--- src/rtl/calc_n_pkg.sv ---
// Shared command/response codes, queue-entry and response payloads, and the ALU function.
// Optional feature macro: CALC_ROT_EN (enables rotate-left cmd 7 / rotate-right cmd 8).
package calc_n_pkg;

  localparam int unsigned CALC_DATA_W = 32;
  localparam int unsigned CALC_TAG_W  = 2;
  localparam int unsigned CMD_W       = 4;
  localparam int unsigned RESP_W      = 2;
  localparam int unsigned SHAMT_W     = $clog2(CALC_DATA_W);

  localparam logic [CMD_W-1:0] CMD_NOP = 4'd0;
  localparam logic [CMD_W-1:0] CMD_ADD = 4'd1;
  localparam logic [CMD_W-1:0] CMD_SUB = 4'd2;
  localparam logic [CMD_W-1:0] CMD_SHL = 4'd5;
  localparam logic [CMD_W-1:0] CMD_SHR = 4'd6;
  localparam logic [CMD_W-1:0] CMD_ROL = 4'd7;
  localparam logic [CMD_W-1:0] CMD_ROR = 4'd8;

  localparam logic [RESP_W-1:0] RESP_NONE = 2'd0;
  localparam logic [RESP_W-1:0] RESP_OK   = 2'd1;
  localparam logic [RESP_W-1:0] RESP_ERR  = 2'd2;

  typedef struct packed {
    logic [CMD_W-1:0]       cmd;
    logic [CALC_TAG_W-1:0]  tag;
    logic [CALC_DATA_W-1:0] op1;
    logic [CALC_DATA_W-1:0] op2;
  } calc_entry_t;

  typedef struct packed {
    logic [RESP_W-1:0]      resp;
    logic [CALC_TAG_W-1:0]  tag;
    logic [CALC_DATA_W-1:0] data;
  } calc_resp_t;

  // Unsigned arithmetic on one queue entry; any error leaves data at zero.
  function automatic calc_resp_t calc_alu(input calc_entry_t e);
    calc_resp_t               r;
    logic [CALC_DATA_W:0]     wide;
    logic [SHAMT_W-1:0]       amt;
`ifdef CALC_ROT_EN
    logic [2*CALC_DATA_W-1:0] dbl;
`endif
    r.resp = RESP_ERR;
    r.tag  = e.tag;
    r.data = '0;
    wide   = '0;
    amt    = e.op2[SHAMT_W-1:0];
`ifdef CALC_ROT_EN
    dbl    = '0;
`endif
    case (e.cmd)
      CMD_ADD: begin
        wide = {1'b0, e.op1} + {1'b0, e.op2};
        if (!wide[CALC_DATA_W]) begin
          r.resp = RESP_OK;
          r.data = wide[CALC_DATA_W-1:0];
        end
      end
      CMD_SUB: begin
        if (e.op2 <= e.op1) begin
          r.resp = RESP_OK;
          r.data = e.op1 - e.op2;
        end
      end
      CMD_SHL: begin
        r.resp = RESP_OK;
        r.data = e.op1 << amt;
      end
      CMD_SHR: begin
        r.resp = RESP_OK;
        r.data = e.op1 >> amt;
      end
`ifdef CALC_ROT_EN
      CMD_ROL: begin
        dbl    = {e.op1, e.op1} << amt;
        r.resp = RESP_OK;
        r.data = dbl[2*CALC_DATA_W-1:CALC_DATA_W];
      end
      CMD_ROR: begin
        dbl    = {e.op1, e.op1} >> amt;
        r.resp = RESP_OK;
        r.data = dbl[CALC_DATA_W-1:0];
      end
`endif
      default: ;
    endcase
    return r;
  endfunction

endpackage

--- src/rtl/calc_n_if.sv ---
// Requester/response bus of the calculator: flat per-port request beats and tagged responses.
interface calc_n_if #(
  parameter int unsigned NPORTS = 4,
  parameter int unsigned DATA_W = 32,
  parameter int unsigned TAG_W  = 2
);
  import calc_n_pkg::*;

  logic [NPORTS*CMD_W-1:0]  req_cmd_in;
  logic [NPORTS*TAG_W-1:0]  req_tag_in;
  logic [NPORTS*DATA_W-1:0] req_data_in;
  logic [NPORTS-1:0]        req_ready;
  logic [NPORTS*RESP_W-1:0] out_resp;
  logic [NPORTS*TAG_W-1:0]  out_tag;
  logic [NPORTS*DATA_W-1:0] out_data;

  modport master (
    output req_cmd_in, req_tag_in, req_data_in,
    input  req_ready, out_resp, out_tag, out_data
  );

  modport slave (
    input  req_cmd_in, req_tag_in, req_data_in,
    output req_ready, out_resp, out_tag, out_data
  );

endinterface

--- src/rtl/calc_n_port_queue.sv ---
// One requester port: two-beat capture FSM feeding a DEPTH-entry command FIFO.
module calc_n_port_queue
  import calc_n_pkg::*;
#(
  parameter int unsigned DATA_W = CALC_DATA_W,
  parameter int unsigned TAG_W  = CALC_TAG_W,
  parameter int unsigned DEPTH  = 4
) (
  input  logic              c_clk,
  input  logic              reset_n,
  input  logic [CMD_W-1:0]  cmd,
  input  logic [TAG_W-1:0]  tag,
  input  logic [DATA_W-1:0] data,
  output logic              ready,
  input  logic              pop,
  output logic              head_valid_c,
  output calc_entry_t       head_c
);

  localparam int unsigned PTR_W = $clog2(DEPTH);
  localparam int unsigned CNT_W = PTR_W + 1;

  localparam logic [0:0] ST_IDLE = 1'b0;
  localparam logic [0:0] ST_OP2  = 1'b1;

  logic [0:0]        state_q, state_d;
  logic [CMD_W-1:0]  hold_cmd_q, hold_cmd_d;
  logic [TAG_W-1:0]  hold_tag_q, hold_tag_d;
  logic [DATA_W-1:0] hold_op1_q, hold_op1_d;
  logic              push;
  logic              pop_ok;
  calc_entry_t       push_entry;
  calc_entry_t       mem [DEPTH];
  logic [PTR_W-1:0]  wr_ptr_q, rd_ptr_q;
  logic [CNT_W-1:0]  count_q, count_d;
  logic              ready_q, ready_d;

  // Capture state register.
  always_ff @(posedge c_clk) begin
    if (!reset_n) state_q <= ST_IDLE;
    else          state_q <= state_d;
  end

  // Capture FSM: accept cmd beat when ready, push the full entry on the operand-2 beat.
  always_comb begin
    state_d    = state_q;
    hold_cmd_d = hold_cmd_q;
    hold_tag_d = hold_tag_q;
    hold_op1_d = hold_op1_q;
    push       = 1'b0;
    case (state_q)
      ST_IDLE: begin
        if (ready_q && (cmd != CMD_NOP)) begin
          state_d    = ST_OP2;
          hold_cmd_d = cmd;
          hold_tag_d = tag;
          hold_op1_d = data;
        end
      end
      ST_OP2: begin
        push    = 1'b1;
        state_d = ST_IDLE;
      end
      default: state_d = ST_IDLE;
    endcase
  end

  // First-beat holding registers.
  always_ff @(posedge c_clk) begin
    if (!reset_n) begin
      hold_cmd_q <= '0;
      hold_tag_q <= '0;
      hold_op1_q <= '0;
    end else begin
      hold_cmd_q <= hold_cmd_d;
      hold_tag_q <= hold_tag_d;
      hold_op1_q <= hold_op1_d;
    end
  end

  // Occupancy and next-cycle ready; ready only while idle with a free slot.
  always_comb begin
    push_entry.cmd = hold_cmd_q;
    push_entry.tag = hold_tag_q;
    push_entry.op1 = hold_op1_q;
    push_entry.op2 = data;
    pop_ok         = pop && (count_q != '0);
    count_d        = count_q;
    if (push && !pop_ok)      count_d = count_q + CNT_W'(1);
    else if (!push && pop_ok) count_d = count_q - CNT_W'(1);
    ready_d = (state_d == ST_IDLE) && (count_d < CNT_W'(DEPTH));
  end

  // FIFO pointers, count and registered ready; pointers wrap naturally mod DEPTH.
  always_ff @(posedge c_clk) begin
    if (!reset_n) begin
      wr_ptr_q <= '0;
      rd_ptr_q <= '0;
      count_q  <= '0;
      ready_q  <= 1'b0;
    end else begin
      if (push)   wr_ptr_q <= wr_ptr_q + PTR_W'(1);
      if (pop_ok) rd_ptr_q <= rd_ptr_q + PTR_W'(1);
      count_q <= count_d;
      ready_q <= ready_d;
    end
  end

  // FIFO storage; contents are don't-care until the pointers make them visible.
  always_ff @(posedge c_clk) begin
    if (push) mem[wr_ptr_q] <= push_entry;
  end

  assign ready        = ready_q;
  assign head_valid_c = (count_q != '0);
  assign head_c       = mem[rd_ptr_q];

endmodule

--- src/rtl/calc_n.sv ---
// Multi-port calculator: per-port queues, round-robin arbiter, 2-stage ALU, per-port response registers.
// Optional feature macro: CALC_ROT_EN (rotate commands, handled inside calc_n_pkg::calc_alu).
module calc_n
  import calc_n_pkg::*;
#(
  parameter int unsigned NPORTS = 4,
  parameter int unsigned DATA_W = CALC_DATA_W,
  parameter int unsigned DEPTH  = 4,
  parameter int unsigned TAG_W  = CALC_TAG_W
) (
  input logic     c_clk,
  input logic     reset_n,
  calc_n_if.slave bus
);

  localparam int unsigned PTR_W = (NPORTS > 1) ? $clog2(NPORTS) : 1;

  logic [NPORTS-1:0]        ready_vec;
  logic [NPORTS-1:0]        head_valid;
  logic [NPORTS-1:0]        pop;
  calc_entry_t              head [NPORTS];

  logic                     grant_valid;
  logic [PTR_W-1:0]         grant_idx;
  logic [PTR_W-1:0]         ptr_q, ptr_d;
  int unsigned              idx;

  logic                     s1_valid_q;
  logic [PTR_W-1:0]         s1_port_q;
  calc_entry_t              s1_entry_q;
  calc_resp_t               alu_res;

  logic [NPORTS*RESP_W-1:0] resp_q;
  logic [NPORTS*TAG_W-1:0]  tag_q;
  logic [NPORTS*DATA_W-1:0] data_q;

  for (genvar p = 0; p < NPORTS; p++) begin : g_port
    calc_n_port_queue #(
      .DATA_W (DATA_W),
      .TAG_W  (TAG_W),
      .DEPTH  (DEPTH)
    ) u_queue (
      .c_clk        (c_clk),
      .reset_n      (reset_n),
      .cmd          (bus.req_cmd_in[p*CMD_W +: CMD_W]),
      .tag          (bus.req_tag_in[p*TAG_W +: TAG_W]),
      .data         (bus.req_data_in[p*DATA_W +: DATA_W]),
      .ready        (ready_vec[p]),
      .pop          (pop[p]),
      .head_valid_c (head_valid[p]),
      .head_c       (head[p])
    );
  end

  // Round-robin grant: first non-empty queue at or after the pointer.
  always_comb begin
    grant_valid = 1'b0;
    grant_idx   = '0;
    idx         = 0;
    pop         = '0;
    ptr_d       = ptr_q;
    for (int unsigned i = 0; i < NPORTS; i++) begin
      idx = 32'(ptr_q) + i;
      if (idx >= NPORTS) idx = idx - NPORTS;
      if (!grant_valid && head_valid[PTR_W'(idx)]) begin
        grant_valid = 1'b1;
        grant_idx   = PTR_W'(idx);
      end
    end
    if (grant_valid) begin
      pop[grant_idx] = 1'b1;
      ptr_d = (32'(grant_idx) == NPORTS - 1) ? '0 : grant_idx + PTR_W'(1);
    end
  end

  // Arbiter pointer and ALU stage 1 (granted entry and its port).
  always_ff @(posedge c_clk) begin
    if (!reset_n) begin
      ptr_q      <= '0;
      s1_valid_q <= 1'b0;
      s1_port_q  <= '0;
      s1_entry_q <= '0;
    end else begin
      ptr_q      <= ptr_d;
      s1_valid_q <= grant_valid;
      s1_port_q  <= grant_idx;
      s1_entry_q <= head[grant_idx];
    end
  end

  // ALU stage 2 arithmetic.
  always_comb begin
    alu_res = calc_alu(s1_entry_q);
  end

  // Response demux: only the issuing port sees the result, all others read zero.
  always_ff @(posedge c_clk) begin
    if (!reset_n) begin
      resp_q <= '0;
      tag_q  <= '0;
      data_q <= '0;
    end else begin
      for (int unsigned p = 0; p < NPORTS; p++) begin
        if (s1_valid_q && (s1_port_q == PTR_W'(p))) begin
          resp_q[p*RESP_W +: RESP_W] <= alu_res.resp;
          tag_q[p*TAG_W +: TAG_W]    <= alu_res.tag;
          data_q[p*DATA_W +: DATA_W] <= alu_res.data;
        end else begin
          resp_q[p*RESP_W +: RESP_W] <= RESP_NONE;
          tag_q[p*TAG_W +: TAG_W]    <= '0;
          data_q[p*DATA_W +: DATA_W] <= '0;
        end
      end
    end
  end

  assign bus.req_ready = ready_vec;
  assign bus.out_resp  = resp_q;
  assign bus.out_tag   = tag_q;
  assign bus.out_data  = data_q;

endmodule

--- src/flat_wrapper.sv ---
// flat-port wrapper written by rule: the top's interface ports become plain ports
module calc_n_flat import calc_n_pkg::*;
#(
  parameter int unsigned NPORTS = 4,
  parameter int unsigned DATA_W = CALC_DATA_W,
  parameter int unsigned DEPTH  = 4,
  parameter int unsigned TAG_W  = CALC_TAG_W
)
  (c_clk, reset_n, bus_req_cmd_in, bus_req_tag_in, bus_req_data_in, bus_req_ready, bus_out_resp, bus_out_tag, bus_out_data);
  calc_n_if #(.NPORTS(NPORTS), .DATA_W(DATA_W), .TAG_W(TAG_W)) bus_i ();
  input logic c_clk;
  input logic reset_n;
  input wire logic [$bits(bus_i.req_cmd_in)-1:0] bus_req_cmd_in;
  input wire logic [$bits(bus_i.req_tag_in)-1:0] bus_req_tag_in;
  input wire logic [$bits(bus_i.req_data_in)-1:0] bus_req_data_in;
  output wire logic [$bits(bus_i.req_ready)-1:0] bus_req_ready;
  output wire logic [$bits(bus_i.out_resp)-1:0] bus_out_resp;
  output wire logic [$bits(bus_i.out_tag)-1:0] bus_out_tag;
  output wire logic [$bits(bus_i.out_data)-1:0] bus_out_data;
  assign bus_i.req_cmd_in = bus_req_cmd_in;
  assign bus_i.req_tag_in = bus_req_tag_in;
  assign bus_i.req_data_in = bus_req_data_in;
  assign bus_req_ready = bus_i.req_ready;
  assign bus_out_resp = bus_i.out_resp;
  assign bus_out_tag = bus_i.out_tag;
  assign bus_out_data = bus_i.out_data;
  calc_n #(.NPORTS(NPORTS), .DATA_W(DATA_W), .DEPTH(DEPTH), .TAG_W(TAG_W)) u_core (.c_clk(c_clk), .reset_n(reset_n), .bus(bus_i));
endmodule
--- config.mk ---
export PLATFORM = sky130hd
export DESIGN_NAME = calc_n_flat
export DESIGN_NICKNAME = d
export VERILOG_FILES = /design/src/rtl/calc_n_pkg.sv /design/src/rtl/calc_n_if.sv /design/src/rtl/calc_n_port_queue.sv /design/src/rtl/calc_n.sv /design/src/flat_wrapper.sv
export SDC_FILE = /design/constraint.sdc
export NUM_CORES = 2
export LEC_CHECK = 0
export BUFFER_PORTS_ARGS = -buffer_cell sky130_fd_sc_hd__buf_2
export CAP_MARGIN = 20
export CORE_ASPECT_RATIO = 1.4
export CORE_MARGIN = 2
export CORE_UTILIZATION = 61
export DETAILED_ROUTE_END_ITERATION = 16
export PLACE_DENSITY = 0.81
export SLEW_MARGIN = 20
export SYNTH_ARGS = -nofsm -noshare
export SYNTH_HDL_FRONTEND = slang
export SYNTH_SLANG_ARGS = --single-unit
--- constraint.sdc ---
create_clock -name c_clk -period 4.31 [get_ports c_clk]
set_input_delay 0.431 -clock c_clk [delete_from_list [all_inputs] [get_ports c_clk]]
set_output_delay 0.431 -clock c_clk [all_outputs]
set_load 0.02 [all_outputs]
==> impl_metrics.env <==
export IMPL_synth_top_family_by_area="multiplexers"
export IMPL_fin_nets=4955
export IMPL_yosysWarnings=0
export IMPL_min_path_type="primary input to flop"
export IMPL_drive_above_1_share_pct=23.15
export IMPL_syn_inst=4206
export IMPL_finalPower_mw=49.07
export IMPL_synth_compound_area_share_pct=7.661
export IMPL_power_density_nw_per_um2=670.5
export IMPL_worst_pin_slew_ps=1231
export IMPL_dp_hpwl_um=121700
export IMPL_arrival_ps=4920
export IMPL_start_util_pct=61.67
export IMPL_cts_resized_gates=0
export IMPL_grt_use_met2_pct=60.01
export IMPL_fin_ws_ps=79.26
export IMPL_post_cts_buffers=0
export IMPL_htreeDepth=4
export IMPL_synth_mux_area_share_pct=14.33
export IMPL_cp_max_fo=11
export IMPL_async_reset_ff_share_pct=0
export IMPL_synth_seq_area_share_pct=66.17
export IMPL_multi_input_area_sq_um=20060
export IMPL_status="complete, no violations"
export IMPL_nFillCells=6200
export IMPL_netlist_top_cells_area="edfxtp_1 (53%), dfxtp_1 (13%), mux4_2 (12%)"
export IMPL_cts_sinks=1535
export IMPL_p_leak_nw=25.71
export IMPL_clk_pin_slew_worst_paths_ps=70
export IMPL_p_switching_mw=18.55
export IMPL_hold_violations=0
export IMPL_gr_total_overflow=0
export IMPL_synth_cell_types=96
export IMPL_ir_drop_v=0.0005617
export IMPL_wl_per_cell_um=31.34
export IMPL_dieHeight_um=385.4
export IMPL_synthXorXnorAreaFrac_pct=0.2625
export IMPL_use_met1_pct=42.76
export IMPL_cts_hold_buffers=152
export IMPL_syn2layout_area_growth_pct=15.46
export IMPL_relSlewSlack_pct=17.20
export IMPL_grt_pass1_vias=41268
export IMPL_placed_cells_incl_taps=5740
export IMPL_final_cell_count_no_fill=6153
export IMPL_cts_tree="done"
export IMPL_grt_util_met3_pct=6.094
export IMPL_grt_max_degree=143
export IMPL_drc_errors=0
export IMPL_synthFlopType="edfxtp_1"
export IMPL_dp_slack_ps=300.3
export IMPL_die_w_um=276.4
export IMPL_grt_pass1_wl_um=277000
export IMPL_clkLatencyLatePin_ps=790
export IMPL_antenna_found_initial=18
export IMPL_dr_first_iter_drc_count=4971
export IMPL_grt_usage_pct=35.98
export IMPL_synth_adder_area_share_pct=2.136
export IMPL_hold_path_cell_count=2
export IMPL_place_area_sq_um=66920
export IMPL_yosysTopAreaCellShare_pct=53.06
export IMPL_power_share_combinational_pct=36.5
export IMPL_crit_path_end_kind="flop"
export IMPL_wirelength_um=192800
export IMPL_slew_viol_final=0
export IMPL_ys_ff_latch=1535
export IMPL_intPower_mw=30.52
export IMPL_dieArea_sq_um=106500
export IMPL_netlist_area_sq_um=63390
export IMPL_min_period_ps=4231
export IMPL_io_pins=302
export IMPL_portBuffers=301
export IMPL_final_util_pct=71.20
export IMPL_clk_path_buf_depth=3
export IMPL_busiest_layer="met2"
export IMPL_pwr_share_clk_pct=25.9
export IMPL_finalSetupViolCount=0
export IMPL_critPathKind="flop to flop"
export IMPL_fin_skew_ps=35.45
export IMPL_mappedNetlistNets=4467
export IMPL_yosys_top_cells_count="edfxtp_1 (1,120), nand2_1 (427), dfxtp_1 (415), mux4_2 (345), a21oi_1 (268)"
export IMPL_dr_total_vias=41538
export IMPL_regArea_sq_um=41970
export IMPL_first_pass_iters=8
export IMPL_yosysMostFrequentCell="edfxtp_1"
export IMPL_avgSynthCellArea_sq_um=15.07
export IMPL_switching_share_pct=37.79
export IMPL_core_area_sq_um=102800
export IMPL_finalInstanceArea_sq_um=73190
export IMPL_yosysTopAreaCell="edfxtp_1"
export IMPL_setup_tns_final_ps=0
export IMPL_synth_simple_area_share_pct=7.140
export IMPL_start_kind="flop"
export IMPL_cp_required_ps=5000
export IMPL_ant_nets=0
export IMPL_worst_hold_slack_ps=243.6
export IMPL_maxCapViolCount=0
export IMPL_rsz0062_at_grt="no"
export IMPL_seqPwrFrac_pct=37.5
export IMPL_synth_edff_count=1120
export IMPL_row_count=139
export IMPL_vias_per_cell=6.751
export IMPL_cts_root_buf="clkbuf_16"
export IMPL_r2r_cells=10
export IMPL_post_route_period_util_pct=98.16
export IMPL_cts_buffers=136
export IMPL_place_gp_congestion=1.054
export IMPL_max_freq_ghz=0.2364
## critical path, cell delays in order, from the launching register on
cell	delay (ps)
dfxtp_1	650
ha_1	470
or4_1	590
a21oi_1	140
a21oi_1	120
a2111oi_2	720
o31ai_1	160
a2111oi_0	870
nor4_2	120
buf_4	200
nor2_1	90
## logic make-up (layout without fill, tap and decap cells)
kind of cell               after synthesis  after routing
other                                    0              6
buffers and inverters                  367            969
and+or+nand+nor                        980            980
xor gates and xnor gates                19             19
adders and majority gates              107            107
AOI/OAI and AO/OA                      724            724
DFF                                   1535           1535
muxes                                  474            474
## layer usage
metal / vias to the layer above / part of all wire [%]
met5: - / 0.034
met4: 10 / 8.4
met3: 591 / 8.3
met2: 2787 / 49
met1: 20881 / 34
li1: 17269 / -
## cells in the final DEF (no fill, tap or decap), types with 9 or more instances in the layout
cell and n:
dfxtp_1 404, o21bai_1 12, a211oi_1 173, buf_4 150
inv_1 91, clkbuf_8 11, clkbuf_1 20, and2_1 88
a31oi_1 16, nand3_1 22, ha_1 105, clkinv_2 23
nand2b_1 23, edfxtp_1 1120, nand2_1 427, nor2b_1 14
a21oi_1 268, o211ai_1 10, and2_4 16, dlygate4sd3_1 152
nor3_1 124, buf_2 301, nor2_1 171, buf_12 11
o31a_1 9, mux2i_1 111, mux4_2 345, nor4_1 13
a21o_1 21, clkbuf_16 140, o31ai_1 14, mux2_2 17
xor2_1 11, clkinv_1 21, bufinv_16 15, a221oi_1 19
and3_1 10, or3_1 9, nand4_1 17, o21ai_0 59
## final timing paths
check	startpoint	endpoint	slack, ps
max	u_core.s1_entry_q[40]$_SDFF_PN0_	u_core.bus.out_data[117]$_SDFF_PN0_	80
min	reset_n	u_core.g_port[0].u_queue.count_q[2]$_SDFF_PN0_	240
max reg2reg	u_core.s1_entry_q[40]$_SDFF_PN0_	u_core.bus.out_data[117]$_SDFF_PN0_	80
min reg2reg	u_core.g_port[2].u_queue.hold_op1_q[14]$_SDFFE_PN0P_	u_core.g_port[2].u_queue.hold_op1_q[14]$_SDFFE_PN0P_	500
## flip-flops by register name, indices dropped and copies added (netlist names), named ones only
name / flops
u_core.g_port.u_queue.hold_cmd_q: 16
u_core.g_port.u_queue.count_q: 12
u_core.g_port.u_queue.wr_ptr_q: 8
u_core.bus.out_resp: 8
u_core.ptr_q: 2
u_core.s1_port_q: 2
u_core.g_port.u_queue.ready: 4
u_core.g_port.u_queue.hold_tag_q: 8
u_core.g_port.u_queue.hold_op1_q: 128
u_core.bus.out_tag: 8
u_core.bus.out_data: 128
u_core.g_port.u_queue.state_q: 4
u_core.g_port.u_queue.rd_ptr_q: 8
u_core.g_port.u_queue.mem: 1120
u_core.alu_res: 2
u_core.s1_valid_q: 1
u_core.s1_entry_q: 68
## final cells by class
type                            count  share of cell area [%]
Antenna cell                        6                 0.02052
Multi-Input combinational cell   2304                   27.41
Sequential cell                  1535                   57.35
Tap cell                         1339                   2.289
Inverter                          101                  0.5317
Clock buffer                      171                   5.096
Clock inverter                     81                   1.272
Timing Repair Buffer              616                   6.025
## power groups by stage
stage | combinational [mW] | clock (mW) | sequential, mW
6_report | 17.9 | 12.7 | 18.4
5_1_grt | 18.6 | 13.3 | 18.5
4_1_cts | 17.4 | 12.7 | 18.3
3_5_place_dp | 17.1 | 0 | 18.6
3_3_place_gp | 17.0 | 0 | 18.5
2_1_floorplan | 10.4 | 0 | 18.2
Power figures use the tool's default switching activity.
